==> src/rtl/dff_chain_error_counter_pkg.sv <==
// -----------------------------------------------------------------------------
// dff_chain_error_counter_pkg
// Shared definitions for the DFF-chain error counter:
//   - CNT_W_DEF   : default error counter width
//   - pattern_e   : test pattern encodings driven on pattern_mode
//   - state_e     : control FSM states
//   - PRBS7_SEED  : PRBS7 register value after reset / on leaving IDLE
//   - prbs7_next  : one step of the x^7+x^6+1 generator (shift left)
// -----------------------------------------------------------------------------
package dff_chain_error_counter_pkg;

   localparam int CNT_W_DEF = 12;

   typedef enum logic [1:0] {
      PAT_ZERO  = 2'd0,
      PAT_ONE   = 2'd1,
      PAT_CHECK = 2'd2,
      PAT_PRBS7 = 2'd3
   } pattern_e;

   typedef enum logic [1:0] {
      IDLE  = 2'd0,
      FILL  = 2'd1,
      CHECK = 2'd2,
      SAVE  = 2'd3
   } state_e;

   localparam logic [6:0] PRBS7_SEED = 7'h7F;

   // Shift left; the new LSB is the feedback of taps 7 and 6.
   function automatic logic [6:0] prbs7_next(input logic [6:0] q);
      return {q[5:0], q[6] ^ q[5]};
   endfunction

endpackage

==> src/rtl/dff_chain_error_counter_sat_counter.sv <==
// -----------------------------------------------------------------------------
// dff_chain_error_counter_sat_counter
// One saturating error counter.
//   clk     : clock
//   reset_n : synchronous active-low reset, zeroes the count
//   clr     : synchronous clear; dominates inc, also when saturated
//   inc     : add one unless already at all-ones
//   count   : current count, holds at 2^CNT_W-1
// -----------------------------------------------------------------------------
module dff_chain_error_counter_sat_counter
   import dff_chain_error_counter_pkg::*;
#(
   parameter int CNT_W = CNT_W_DEF
) (
   input  logic             clk,
   input  logic             reset_n,
   input  logic             clr,
   input  logic             inc,
   output logic [CNT_W-1:0] count
);

   always_ff @(posedge clk) begin
      if (!reset_n) begin
         count <= '0;
      end else if (clr) begin
         count <= '0;
      end else if (inc && (count != '1)) begin
         count <= count + CNT_W'(1);
      end
   end

endmodule

==> src/rtl/dff_chain_error_counter.sv <==
// -----------------------------------------------------------------------------
// dff_chain_error_counter
// Drives a test pattern into the DUT DFF chains, compares each synchronised
// chain output against a delayed copy of the pattern and keeps one saturating
// error count per chain. Every WINDOW checked cycles a two-cycle save_data
// strobe tells the downstream output stage to snapshot the counts.
//
// Ports:
//   data_clk      : single clock for all logic
//   reset_n       : synchronous active-low reset
//   run           : 1 = test active, 0 = back to IDLE on the next cycle
//   pattern_mode  : pattern select, sampled only while IDLE (pattern_e)
//   clear_on_save : zero all counters on the cycle after save_data falls
//   chain_out     : raw chain outputs (asynchronous to us, synchronised here)
//   dff_in        : registered pattern bit fed to every chain input
//   error_count   : chain i count in bits [i*CNT_W +: CNT_W]
//   save_data     : snapshot strobe, high for two cycles per window
//   busy          : high whenever the FSM is not IDLE
//
// Handshake: save_data is a plain strobe with no back-pressure; the
// downstream stage captures error_count on its rising edge. The counts keep
// moving while it is high.
// -----------------------------------------------------------------------------
module dff_chain_error_counter
   import dff_chain_error_counter_pkg::*;
#(
   parameter int NUM_CHAINS  = 10,
   parameter int CNT_W       = CNT_W_DEF,
   parameter int CHAIN_LEN   = 64,
   parameter int SYNC_STAGES = 2,
   parameter int WINDOW      = 1000000
) (
   input  logic                        data_clk,
   input  logic                        reset_n,
   input  logic                        run,
   input  logic [1:0]                  pattern_mode,
   input  logic                        clear_on_save,
   input  logic [NUM_CHAINS-1:0]       chain_out,
   output logic                        dff_in,
   output logic [NUM_CHAINS*CNT_W-1:0] error_count,
   output logic                        save_data,
   output logic                        busy
);

   // Expected-data delay: chain latency plus the synchroniser.
   localparam int DLY_LEN  = CHAIN_LEN + SYNC_STAGES;
   // One extra fill cycle covers the registered mismatch stage.
   localparam int FILL_LEN = DLY_LEN + 1;
   localparam int FILL_W   = $clog2(FILL_LEN + 1);
   localparam int WIN_W    = $clog2(WINDOW + 1);

   state_e              state;
   state_e              state_nxt;
   logic [FILL_W-1:0]   fill_cnt;
   logic [WIN_W-1:0]    win_cnt;
   logic                save_cnt;

   pattern_e            mode_q;
   logic [6:0]          prbs_q;
   logic                chk_q;
   logic                pat_bit;

   logic [DLY_LEN-1:0]  dly_q;
   logic                expected;
   logic [NUM_CHAINS-1:0] sync_q [SYNC_STAGES];
   logic [NUM_CHAINS-1:0] mismatch_q;
   logic                cmp_en;
   logic                clr;

   // ---------------------------------------------------------------------
   // Control FSM
   // ---------------------------------------------------------------------
   always_ff @(posedge data_clk) begin
      if (!reset_n) begin
         state <= IDLE;
      end else begin
         state <= state_nxt;
      end
   end

   always_comb begin
      state_nxt = state;
      case (state)
         IDLE: begin
            if (run) state_nxt = FILL;
         end
         FILL: begin
            if (!run)                                   state_nxt = IDLE;
            else if (fill_cnt == FILL_W'(FILL_LEN - 1)) state_nxt = CHECK;
         end
         CHECK: begin
            if (!run)                               state_nxt = IDLE;
            else if (win_cnt == WIN_W'(WINDOW - 1)) state_nxt = SAVE;
         end
         SAVE: begin
            if (!run)          state_nxt = IDLE;
            else if (save_cnt) state_nxt = CHECK;
         end
         default: state_nxt = IDLE;
      endcase
   end

   // Each phase counter runs only in its own state and restarts from zero
   // every time that state is entered.
   always_ff @(posedge data_clk) begin
      if (!reset_n) begin
         fill_cnt <= '0;
         win_cnt  <= '0;
         save_cnt <= 1'b0;
      end else begin
         fill_cnt <= (state == FILL)  ? fill_cnt + FILL_W'(1) : '0;
         win_cnt  <= (state == CHECK) ? win_cnt + WIN_W'(1)   : '0;
         save_cnt <= (state == SAVE)  ? ~save_cnt             : 1'b0;
      end
   end

   // Gated with run so the strobe drops the moment the test is aborted.
   assign save_data = (state == SAVE) && run;
   assign busy      = (state != IDLE);

   // ---------------------------------------------------------------------
   // Pattern generator: held at its start point in IDLE so every run begins
   // with the same sequence; the mode is latched only while IDLE.
   // ---------------------------------------------------------------------
   always_comb begin
      pat_bit = 1'b0;
      case (mode_q)
         PAT_ZERO:  pat_bit = 1'b0;
         PAT_ONE:   pat_bit = 1'b1;
         PAT_CHECK: pat_bit = chk_q;
         PAT_PRBS7: pat_bit = prbs_q[6];
         default:   pat_bit = 1'b0;
      endcase
   end

   always_ff @(posedge data_clk) begin
      if (!reset_n) begin
         mode_q <= PAT_ZERO;
         prbs_q <= PRBS7_SEED;
         chk_q  <= 1'b0;
         dff_in <= 1'b0;
      end else if (state == IDLE) begin
         mode_q <= pattern_e'(pattern_mode);
         prbs_q <= PRBS7_SEED;
         chk_q  <= 1'b0;
         dff_in <= 1'b0;
      end else begin
         prbs_q <= prbs7_next(prbs_q);
         chk_q  <= ~chk_q;
         dff_in <= pat_bit;
      end
   end

   // ---------------------------------------------------------------------
   // Expected data and synchronisers. The delay-line tail carries the
   // dff_in value that the ideal chain presents at the synchroniser output
   // in the same cycle.
   // ---------------------------------------------------------------------
   always_ff @(posedge data_clk) begin
      if (!reset_n) begin
         dly_q <= '0;
      end else begin
         dly_q <= {dly_q[DLY_LEN-2:0], dff_in};
      end
   end

   assign expected = dly_q[DLY_LEN-1];

   always_ff @(posedge data_clk) begin
      if (!reset_n) begin
         for (int s = 0; s < SYNC_STAGES; s++) sync_q[s] <= '0;
      end else begin
         sync_q[0] <= chain_out;
         for (int s = 1; s < SYNC_STAGES; s++) sync_q[s] <= sync_q[s-1];
      end
   end

   // ---------------------------------------------------------------------
   // Compare and count. The enable gates both the mismatch register and the
   // increment so nothing leaks into the counts during FILL or IDLE.
   // ---------------------------------------------------------------------
   assign cmp_en = (state == CHECK) || (state == SAVE);

   always_ff @(posedge data_clk) begin
      if (!reset_n) begin
         mismatch_q <= '0;
      end else begin
         mismatch_q <= (sync_q[SYNC_STAGES-1] ^ {NUM_CHAINS{expected}})
                       & {NUM_CHAINS{cmp_en}};
      end
   end

   // Clear lands on the edge that ends SAVE, so the counts read zero in the
   // first cycle with save_data low. An abort at that edge keeps the counts.
   assign clr = (state == SAVE) && save_cnt && run && clear_on_save;

   for (genvar i = 0; i < NUM_CHAINS; i++) begin : g_cnt
      dff_chain_error_counter_sat_counter #(
         .CNT_W (CNT_W)
      ) u_cnt (
         .clk     (data_clk),
         .reset_n (reset_n),
         .clr     (clr),
         .inc     (mismatch_q[i] && cmp_en),
         .count   (error_count[i*CNT_W +: CNT_W])
      );
   end

endmodule
==> config.mk <==
export PLATFORM = sky130hd
export DESIGN_NAME = dff_chain_error_counter
export DESIGN_NICKNAME = d
export VERILOG_FILES = /design/src/rtl/dff_chain_error_counter_pkg.sv /design/src/rtl/dff_chain_error_counter_sat_counter.sv /design/src/rtl/dff_chain_error_counter.sv
export SDC_FILE = /design/constraint.sdc
export NUM_CORES = 1
export LEC_CHECK = 0
export BUFFER_PORTS_ARGS = -buffer_cell sky130_fd_sc_hd__buf_4
export CORE_MARGIN = 1
export CORE_UTILIZATION = 40
export CTS_CLUSTER_SIZE = 14
export DETAILED_ROUTE_END_ITERATION = 12
export SYNTH_ARGS = -nofsm -noshare
export SYNTH_HDL_FRONTEND = slang
export SYNTH_SLANG_ARGS = --single-unit
==> constraint.sdc <==
create_clock -name data_clk -period 3.45 [get_ports data_clk]
set_input_delay 0.1725 -clock data_clk [delete_from_list [all_inputs] [get_ports data_clk]]
set_output_delay 0.1725 -clock data_clk [all_outputs]
set_load 0.03 [all_outputs]
==> Implementation_results.wiki, run 1 <==
{| class="wikitable"
! Metric !! Value
|-
| Status || finished, final reports clean
|-
| Source-to-sink clock delay at the later pin of the worst-skew pair || 0.55 ns
|-
| Kind of critical path || reg2reg
|-
| Number of vias in the routed layout || 8,363
|-
| Most utilized layer in the global route result || met2
|-
| Layout Area Growth over Synthesis || 24.6%
|-
| Largest fanout on the critical path || 18
|-
| Worst setup EP type || flop
|-
| Mapped Area || 10,200 um^2
|-
| Final weighted congestion in routability-driven placement || 0.821
|-
| Highest-count cells in the layout ignoring fill and taps || 257 x dfxtp_1, 143 x buf_4, 97 x and2_1, 84 x nand2_1, 67 x nor2_1
|-
| Total Wirelength || 22,300 um
|-
| Half-perimeter wire length of the detailed placement result || 14,900 um
|-
| Count of cell types in the netlist || 53
|-
| Flops & latches, synth || 257
|-
| Transition time at the pin with the least slew margin || 1.08 ns
|-
| Setup Skew || 0.0155 ns
|-
| Top FF cell, synth || dfxtp_1
|-
| Max_cap viols || 0
|-
| Post-detailed-route DRC marker count || 0
|-
| Initial antenna violation count || 0
|-
| # nets final || 1,271
|-
| Number of post-CTS setup repair buffers || 0
|-
| Effective utilization at floorplan || 0.413
|-
| Root Driver || clkbuf_16
|-
| Max VDD drop || 0.317 mV
|-
| Clock-pin transition on the worst setup and hold timing paths || 0.06 ns
|-
| Max Slew Vio Count || 0
|-
| Design area || 12,700 um^2
|-
| Total I/O pin count || 139
|-
| Overall global routing resource usage || 0.174
|-
| Diodes inserted || 0
|-
| Post-synthesis async set-or-reset flop share || 0
|-
| Power density over the cells || 488 nW/um^2
|-
| Most common cell after layout, fill and taps aside || dfxtp_1
|-
| CTS tree || yes
|-
| Tightest slew margin relative to the limit || 0.271
|-
| Filler instances || 2,316
|-
| Via count of the first global-routing pass || 7,755
|-
| Total clock buffers created by CTS || 29
|-
| Unrepaired setup endpoints after global routing || no
|-
| Fmax || 411 MHz
|-
| Final Hold Fails || 0
|-
| Detail Route Antenna Nets || 0
|-
| Chip width || 161 um
|-
| Die span in y || 161 um
|-
| Total negative setup slack || 0 ns
|-
| PnR worst setup slack || 1.02 ns
|-
| Port Buffers || 138
|-
| Share of layout cells above drive strength 1 || 0.166
|-
| Average cell area after synthesis || 9.30 um^2
|-
| Number of buffers between clock root and the deepest sink || 3
|-
| Die footprint || 26,000 um^2
|-
| Number of detailed-route iterations in the first pass || 5
|-
| Global-route met1 utilization || 0.248
|-
| Number of flops mapped to enable cells by yosys || 0
|-
| Maximum number of pins on one net before global-route repair || 103
|-
| Critical-path cell with the highest stage delay || dfxtp_1
|-
| Number of H-tree levels || 1
|-
| Wire length of the first global-routing pass || 38,200 um
|-
| Period utilization || 0.705
|-
| Core Box Area || 24,600 um^2
|-
| Leakage power figure || 4.68 nW
|-
| Drt initial violations || 644
|-
| Number of vias per cell after detailed routing || 5.27
|-
| Part of the Yosys area used for sequential elements || 0.507
|-
| Worst path max stage delay || 0.72 ns
|-
| Reg2Reg Setup Slack || 1.02 ns
|-
| Met3 Track Usage GR || 0.0285
|-
| CP Data Arrival Time || 2.90 ns
|-
| TritonCTS Sinks || 257
|-
| Final routed wire length divided by cell count || 14.0 um
|-
| Worst slack at placement || 1.01 ns
|-
| Fin crit period || 2.43 ns
|-
| Total number of yosys warnings || 0
|-
| Placement-stage cell area || 11,500 um^2
|-
| Placement row count || 57
|-
| Cells along the critical path || nand2_1 -> or4_1 -> or3_1 -> a21oi_1
|-
| Gate count of the mapped netlist || 1,092
|-
| Grt met2 use || 0.274
|-
| Grt ovf || 0
|-
| Worst min-delay path category || in2reg
|-
| Final setup vio count || 0
|-
| Required time of the worst setup path || 3.91 ns
|-
| Synthesized netlist net count || 1,121
|-
| Kind of start point of the critical path || flop
|-
| CTS-repair resized insts || 0
|}
==> metal layers <==
metal,share of wire,up-vias
met1,0.50,3880
li1,-,4297
met2,0.43,160
met3,0.046,26
met4,0.018,0
met5,0,-
==> logic make-up (layout without fill, tap and decap cells) <==
kind of cell,Yosys count,count (layout),synth area share
adders and majority gates,13,13,0.0160
AOI/OAI and AO/OA,207,207,0.134
DFF,257,257,0.507
and+or+nand+nor,497,497,0.271
buffers and inverters,62,234,0.0234
muxes,9,9,0.00887
xor gates and xnor gates,47,47,0.0405
==> state kept, by name, summed over array words and instances (netlist names), 2 cells and up <==
name               cells
dly_q                 66
fill_cnt               7
g_cnt.u_cnt.count    120
mismatch_q            10
mode_q                 2
prbs_q                 7
state                  2
sync_q                20
win_cnt               20
==> worst paths after layout <==
path,startpoint,end,cells past startpoint
setup / recovery,state[1],g_cnt[2].u_cnt.count[9],4
hold / removal,clear_on_save,g_cnt[0].u_cnt.count[1],5
setup reg to reg,state[1],g_cnt[2].u_cnt.count[9],4
hold reg to reg,prbs_q[1],prbs_q[2],1
==> area by class of cell <==
class | count | area (um^2) | area share
Clock buffer | 41 | 871 | 0.0688
Clock inverter | 12 | 120 | 0.00949
Inverter | 22 | 82.6 | 0.00653
Multi-Input combinational cell | 773 | 4780 | 0.378
Sequential cell | 257 | 5140 | 0.407
Tap cell | 324 | 405 | 0.0320
Timing Repair Buffer | 159 | 1240 | 0.0983
==> power by group <==
part | leakage (nW) | internal (mW) | switching (mW)
Combinational | 2.12 | 0.0408 | 0.0582
Clock | 0.489 | 1.84 | 1.24
Sequential | 2.07 | 2.98 | 0.00638
Total | 4.68 | 4.87 | 1.31
==> synth_stat cells (all sizes together), types with 4 or more instances <==
| library cell | count | area (um^2) |
|---|---|---|
| nand2b | 4 | 25.0 |
| a211oi | 6 | 45.0 |
| dfxtp | 257 | 5140 |
| a311oi | 4 | 35.0 |
| nor4b | 6 | 52.6 |
| a21oi | 65 | 325 |
| nor3 | 20 | 100 |
| o311ai | 10 | 87.6 |
| buf | 7 | 31.3 |
| ha | 13 | 163 |
| o211ai | 13 | 97.6 |
| nand2 | 84 | 315 |
| or2 | 9 | 56.3 |
| and2 | 97 | 607 |
| clkbuf | 33 | 124 |
| nand4 | 35 | 219 |
| o211a | 6 | 60.1 |
| nor4 | 14 | 87.6 |
| inv | 22 | 82.6 |
| o31ai | 23 | 173 |
| o21ai | 46 | 230 |
| or3 | 40 | 250 |
| nand3 | 57 | 298 |
| nor2 | 67 | 251 |
| xor2 | 20 | 175 |
| xnor2 | 27 | 236 |
| or4 | 28 | 210 |
| and4 | 18 | 158 |
| o41ai | 8 | 70.1 |
| and3 | 13 | 81.3 |
| mux2i | 9 | 90.1 |
==> critical path: cells and delay by family (launching register included) <==
family	cells	cell delay (ns)
simple gates	3	1.48
flops	1	0.72
compound gates	1	0.14
==> metrics by stage <==
stage,instances,power [mW],util,hold WS (ns)
after CTS,1588,6.27,0.514,0.313
after detailed placement,1520,3.14,0.468,0.387
after global routing,1588,6.40,0.514,0.351
after global placement,1520,3.14,0.468,0.386
final,1588,6.17,0.514,0.300
after floorplan,1092,3.11,-,0.289
==> repair_timing <==
action	4_1_cts	5_1_grt
hold endpoints to repair	22	0
endpoints found under the setup margin	0	0
hold buffers	15	0
Note: power is estimated with default switching activity, not from simulation.
==> inputs of run 2 (changes only) <==
Clock period 3.45 ns to 2.2 ns, I/O delays scaled along.
==> Implementation_results.wiki, run 2 (same netlist as run 1, synthesis figures left out) <==
{| class="wikitable"
! Metric !! Value
|-
| Power density over the cells || 743 nW/um^2 (+52%)
|-
| Number of detailed-route iterations in the first pass || 5 (unchanged)
|-
| Share of layout cells above drive strength 1 || 0.168 (+0.00209)
|-
| Number of vias in the routed layout || 8,521 (+1.9%)
|-
| Drt initial violations || 651 (+1.1%)
|-
| Final weighted congestion in routability-driven placement || 0.789 (-3.9%)
|-
| Final routed wire length divided by cell count || 14.1 um (about the same)
|-
| Core Box Area || 24,600 um^2 (unchanged)
|-
| Period utilization || 0.938 (+0.233)
|-
| Final setup vio count || 0 (unchanged)
|-
| Design area || 12,800 um^2 (+1.2%)
|-
| Number of hold-repair buffers added at the cts stage || 21 (+6)
|-
| Chip width || 161 um (unchanged)
|-
| CTS tree || yes
|-
| Setup Skew || 0.0148 ns (-0.000692 ns)
|-
| Worst setup EP type || flop
|-
| Port Buffers || 138 (unchanged)
|-
| Max_cap viols || 0 (unchanged)
|-
| Half-perimeter wire length of the detailed placement result || 15,400 um (+3.3%)
|-
| Via count of the first global-routing pass || 7,692 (-0.81%)
|-
| Max FFs per register || 120 (unchanged)
|-
| Die footprint || 26,000 um^2 (unchanged)
|-
| Maximum number of pins on one net before global-route repair || 64 (-38%)
|-
| Stages on the worst setup path || 4 (unchanged)
|-
| Largest regs || g_cnt.u_cnt.count (120), dly_q (66)
|-
| Grt ovf || 0 (unchanged)
|-
| Overall global routing resource usage || 0.172 (-0.00131)
|-
| Max Slew Vio Count || 0 (unchanged)
|-
| Status || finished, final reports clean
|-
| Max VDD drop || 0.504 mV (+59%)
|-
| Kind of start point of the critical path || flop
|-
| Filler instances || 2,333 (+0.73%)
|-
| Total negative setup slack || 0 ns (unchanged)
|-
| Fin crit period || 2.06 ns (-0.368 ns)
|-
| CP Data Arrival Time || 2.49 ns (-0.41 ns)
|-
| Required time of the worst setup path || 2.62 ns (-1.29 ns)
|-
| Source-to-sink clock delay at the later pin of the worst-skew pair || 0.54 ns (about the same)
|-
| Layout Area Growth over Synthesis || 26.0%
|-
| Final Hold Fails || 0 (unchanged)
|-
| Clock-pin transition on the worst setup and hold timing paths || 0.06 ns (about the same)
|-
| # nets final || 1,293 (+1.7%)
|-
| Total clock buffers created by CTS || 28 (-3.4%)
|-
| Number of vias per cell after detailed routing || 5.30 (+0.62%)
|-
| Number of H-tree levels || 1 (unchanged)
|-
| Worst slack at placement || 0.190 ns (-0.825 ns)
|-
| Worst path max stage delay || 0.56 ns (-0.16 ns)
|-
| Number of post-CTS setup repair buffers || 0 (unchanged)
|-
| Detail Route Antenna Nets || 0 (unchanged)
|-
| Fmax || 484 MHz (+18%)
|-
| Worst path buffer plus inverter count || 2 (+2)
|-
| Transition time at the pin with the least slew margin || 0.742 ns (-0.342 ns)
|-
| Placement-stage cell area || 11,700 um^2 (+1.4%)
|-
| Root Driver || clkbuf_16
|-
| Leakage power figure || 4.77 nW (+1.9%)
|-
| Wire length of the first global-routing pass || 37,700 um (-1.4%)
|-
| Highest-count cells in the layout ignoring fill and taps || 257 x dfxtp_1, 157 x buf_4, 97 x and2_1, 84 x nand2_1, 67 x nor2_1
|-
| Placement row count || 57 (unchanged)
|-
| Unrepaired setup endpoints after global routing || no
|-
| Final instance count without filler cells || 1,608 (+1.3%)
|-
| Cells along the critical path || inv_1 -> or4_1 -> o2111a_1 -> dlygate4sd3_1
|-
| Register containing the most flip-flops in the final layout || g_cnt.u_cnt.count
|-
| Most common cell after layout, fill and taps aside || dfxtp_1
|-
| Placed instance count || 1,537 (+1.1%)
|-
| Post-layout total power || 9.50 mW (+54%)
|-
| TritonCTS Sinks || 257 (unchanged)
|-
| Worst min-delay path category || in2reg
|-
| Initial antenna violation count || 0 (unchanged)
|-
| Diodes inserted || 0 (unchanged)
|-
| Effective utilization at floorplan || 0.413 (unchanged)
|-
| Kind of critical path || reg2reg
|-
| Total Wirelength || 22,600 um (+1.3%)
|-
| Number of cell instances on the worst register-to-register path || 4 (unchanged)
|-
| PnR worst setup slack || 0.136 ns (-0.882 ns)
|-
| Critical-path cell with the highest stage delay || or4_1
|-
| Cell family with most CP delay || buffers and inverters
|-
| Die span in y || 161 um (unchanged)
|-
| Hold Path Cell Cnt || 5 (unchanged)
|-
| Largest fanout on the critical path || 6 (-12)
|-
| CTS-repair resized insts || 0 (unchanged)
|-
| Tightest slew margin relative to the limit || 0.504 (+0.233)
|-
| Post-detailed-route DRC marker count || 0 (unchanged)
|-
| Total I/O pin count || 139 (unchanged)
|-
| Number of buffers between clock root and the deepest sink || 3 (unchanged)
|}
## run 2: through the flow
step,utilization,hold WS (ns)
after global placement,0.474,0.320
after global routing,0.520,0.210
after detailed placement,0.474,0.322
final,0.520,0.180
after floorplan,-,0.226
after CTS,0.520,0.178
## run 2: path summary, 6_finish.rpt
kind	slack, ns	start	to
worst max-delay path	0.14	state[0]	state[0]
worst min-delay path	0.18	clear_on_save	g_cnt[0].u_cnt.count[0]
worst max register to register	0.14	state[0]	state[0]
worst min register to register	0.41	prbs_q[2]	prbs_q[3]
## run 2: cell type report
class	instances	area, um^2	area share
Timing Repair Buffer	182	1470	0.115
Clock buffer	41	779	0.0609
Sequential cell	257	5140	0.402
Multi-Input combinational cell	773	4780	0.374
Tap cell	324	405	0.0317
Inverter	22	82.6	0.00645
Clock inverter	9	135	0.0106
## run 2: worst reg2reg max path: cells and delay by family, from the launching register on
kind	cells	cell delay [ns]
flops	1	0.45
buf+inv	2	0.69
compound gates	1	0.24
simple gates	1	0.57
## run 2: where the power goes
part           switching [mW]  leakage, nW  internal, mW
logic                  0.0958         2.25        0.0820
clock network            1.84        0.447          2.80
registers              0.0105         2.07          4.68
## run 2: routing by layer
layer	vias to the layer above	share of wire	GRT usage
li1	4335	-	-
met1	3981	0.49	0.238
met2	167	0.44	0.272
met3	38	0.047	0.0321
met4	0	0.024	0.0527
met5	-	0	0
==> inputs of run 3 (changes only) <==
Settings changed: CAP_MARGIN set to 15, CORE_ASPECT_RATIO set to 1.25.
==> Implementation_results.wiki, run 3 (same netlist as run 1, synthesis figures left out) <==
{| class="wikitable"
! Metric !! Value
|-
| Status || finished, final reports clean
|-
| Wire length of the first global-routing pass || 37,100 um (-1.6%)
|-
| # nets final || 1,288 (-0.39%)
|-
| TritonCTS Sinks || 257 (unchanged)
|-
| Root Driver || clkbuf_16
|-
| Critical Path Source || win_cnt[0]
|-
| Fmax || 498 MHz (+2.8%)
|-
| Unrepaired setup endpoints after global routing || no
|-
| Drt initial violations || 411 (-37%)
|-
| Hold Crit Start || reset_n
|-
| Leakage power figure || 4.73 nW (-0.87%)
|-
| Port Buffers || 138 (unchanged)
|-
| Reg-to-reg critical path startpoint || win_cnt[0]
|-
| Final routed wire length divided by cell count || 14.2 um (+0.83%)
|-
| Max FFs per register || 120 (unchanged)
|-
| Final Hold Fails || 0 (unchanged)
|-
| Number of vias per cell after detailed routing || 5.24 (-1.0%)
|-
| Chip width || 145 um (-10%)
|-
| Initial antenna violation count || 0 (unchanged)
|-
| Grt ovf || 0 (unchanged)
|-
| Source-to-sink clock delay at the later pin of the worst-skew pair || 0.53 ns (about the same)
|-
| Transition time at the pin with the least slew margin || 0.925 ns (+0.183 ns)
|-
| Worst min-delay path category || in2reg
|-
| Final weighted congestion in routability-driven placement || 0.820 (+4.0%)
|-
| Total clock buffers created by CTS || 26 (-7.1%)
|-
| Number of buffers between clock root and the deepest sink || 3 (unchanged)
|-
| Final setup vio count || 0 (unchanged)
|-
| Max_cap viols || 0 (unchanged)
|-
| Layout Area Growth over Synthesis || 25.1%
|-
| Clock-pin transition on the worst setup and hold timing paths || 0.06 ns (about the same)
|-
| Highest-count cells in the layout ignoring fill and taps || 257 x dfxtp_1, 165 x buf_4, 97 x and2_1, 84 x nand2_1, 67 x nor2_1
|-
| Detail Route Antenna Nets || 0 (unchanged)
|-
| Register containing the most flip-flops in the final layout || g_cnt.u_cnt.count
|-
| Filler instances || 2,327 (-0.26%)
|-
| Diodes inserted || 0 (unchanged)
|-
| Max Slew Vio Count || 0 (unchanged)
|-
| Kind of start point of the critical path || flop
|-
| Required time of the worst setup path || 2.62 ns (about the same)
|-
| Number of H-tree levels || 1 (unchanged)
|-
| Largest fanout on the critical path || 6 (unchanged)
|-
| CP Data Arrival Time || 2.43 ns (-0.06 ns)
|-
| Die span in y || 180 um (+12%)
|-
| Maximum number of pins on one net before global-route repair || 70 (+9.4%)
|-
| Max VDD drop || 0.682 mV (+35%)
|-
| Placement row count || 64 (+12%)
|-
| Number of vias in the routed layout || 8,433 (-1.0%)
|-
| Placement-stage cell area || 11,700 um^2 (about the same)
|-
| Overall global routing resource usage || 0.172 (-0.000435)
|-
| Die footprint || 26,000 um^2 (about the same)
|-
| Worst setup EP type || flop
|-
| Design area || 12,700 um^2 (-0.71%)
|-
| Power density over the cells || 741 nW/um^2 (-0.22%)
|-
| Number of detailed-route iterations in the first pass || 4 (-1)
|-
| Kind of critical path || reg2reg
|-
| Share of layout cells above drive strength 1 || 0.176 (+0.00783)
|-
| Largest regs || g_cnt.u_cnt.count (120), dly_q (66)
|-
| Period utilization || 0.912 (-0.0259)
|-
| Via count of the first global-routing pass || 7,613 (-1.0%)
|-
| Half-perimeter wire length of the detailed placement result || 15,800 um (+2.6%)
|-
| Post-layout total power || 9.42 mW (-0.93%)
|-
| Post-detailed-route DRC marker count || 0 (unchanged)
|-
| Most common cell after layout, fill and taps aside || dfxtp_1
|-
| Setup Skew || 0.0197 ns (+0.00490 ns)
|-
| Total Wirelength || 22,800 um (+0.83%)
|-
| Fin crit period || 2.01 ns (-0.0570 ns)
|-
| Total I/O pin count || 139 (unchanged)
|-
| Total negative setup slack || 0 ns (unchanged)
|-
| Core Box Area || 24,700 um^2 (+0.24%)
|-
| Number of post-CTS setup repair buffers || 0 (unchanged)
|-
| CTS tree || yes
|-
| Tightest slew margin relative to the limit || 0.383 (-0.121)
|-
| Effective utilization at floorplan || 0.412 (-0.000984)
|}
[run 3: cell count changes in the layout (fill, tap and decap cells not counted)]
cell           before  now
clkinv_8            1    0
buf_12              4    1
clkbuf_8            3    5
clkinvlp_4          0    2
buf_4             157  165
o21a_1              3    2
dlygate4sd3_1      21   13
o21a_2              0    1
clkbuf_16          28   27
clkbuf_1           10    4
clkinv_2            4    6
clkinv_4            1    0
[run 3: final cells by class]
type / instances / area, um^2 / share of cell area
sequential: 257 / 5140 / 0.405
multi-input combinational: 773 / 4780 / 0.376
timing repair buffer: 179 / 1390 / 0.109
clock buffer: 36 / 759 / 0.0598
tap: 330 / 413 / 0.0325
clock inverter: 11 / 135 / 0.0106
inverter: 22 / 82.6 / 0.00650
[run 3: report_power, final]
part,internal [mW],switching (mW),total [mW],leakage [nW]
registers,4.68,0.0113,4.69,2.07
logic,0.0700,0.0934,0.163,2.21
clock network,2.76,1.81,4.56,0.440
total,7.50,1.91,9.42,4.73
[run 3: what timing repair did]
item / 4_1_cts / 5_1_grt
hold buffers: 13 / 0
gates resized for setup: 0 / 0
hold endpoints to repair: 14 / 0
[run 3: critical path, stage by stage, from the launching register on]
cell and delay, ns:
dfxtp_1 0.39, ha_1 0.19, nand3_1 0.12, or4_1 0.55, buf_4 0.18, or3_1 0.34, a21oi_1 0.16
[run 3: through the flow]
| stage | worst slack [ns] | utilization | hold WS [ns] | std cells |
|---|---|---|---|---|
| 3_5_place_dp | 0.219 | 0.474 | 0.326 | 1548 |
| 5_1_grt | 0.0793 | 0.515 | 0.126 | 1608 |
| 4_1_cts | 0.205 | 0.515 | 0.0922 | 1608 |
| 2_1_floorplan | 0.202 | - | 0.226 | 1092 |
| 3_3_place_gp | 0.284 | 0.474 | 0.325 | 1548 |
| 6_report | 0.193 | 0.515 | 0.103 | 1608 |
[run 3: worst paths after layout]
path	endpoint	slack (ns)	cells past startpoint
setup / recovery	win_cnt[14]	0.19	6
hold / removal	state[1]	0.10	4
setup reg to reg	win_cnt[14]	0.19	6
hold reg to reg	prbs_q[2]	0.41	1
[run 3: routing by layer]
metal,wire [um],vias up,GRT usage,part of all wire
met5,0,-,0,0
met1,10700,3942,0.224,0.47
met4,400,0,0.0446,0.018
met2,10700,154,0.291,0.47
li1,-,4306,-,-
met3,1030,31,0.0271,0.045
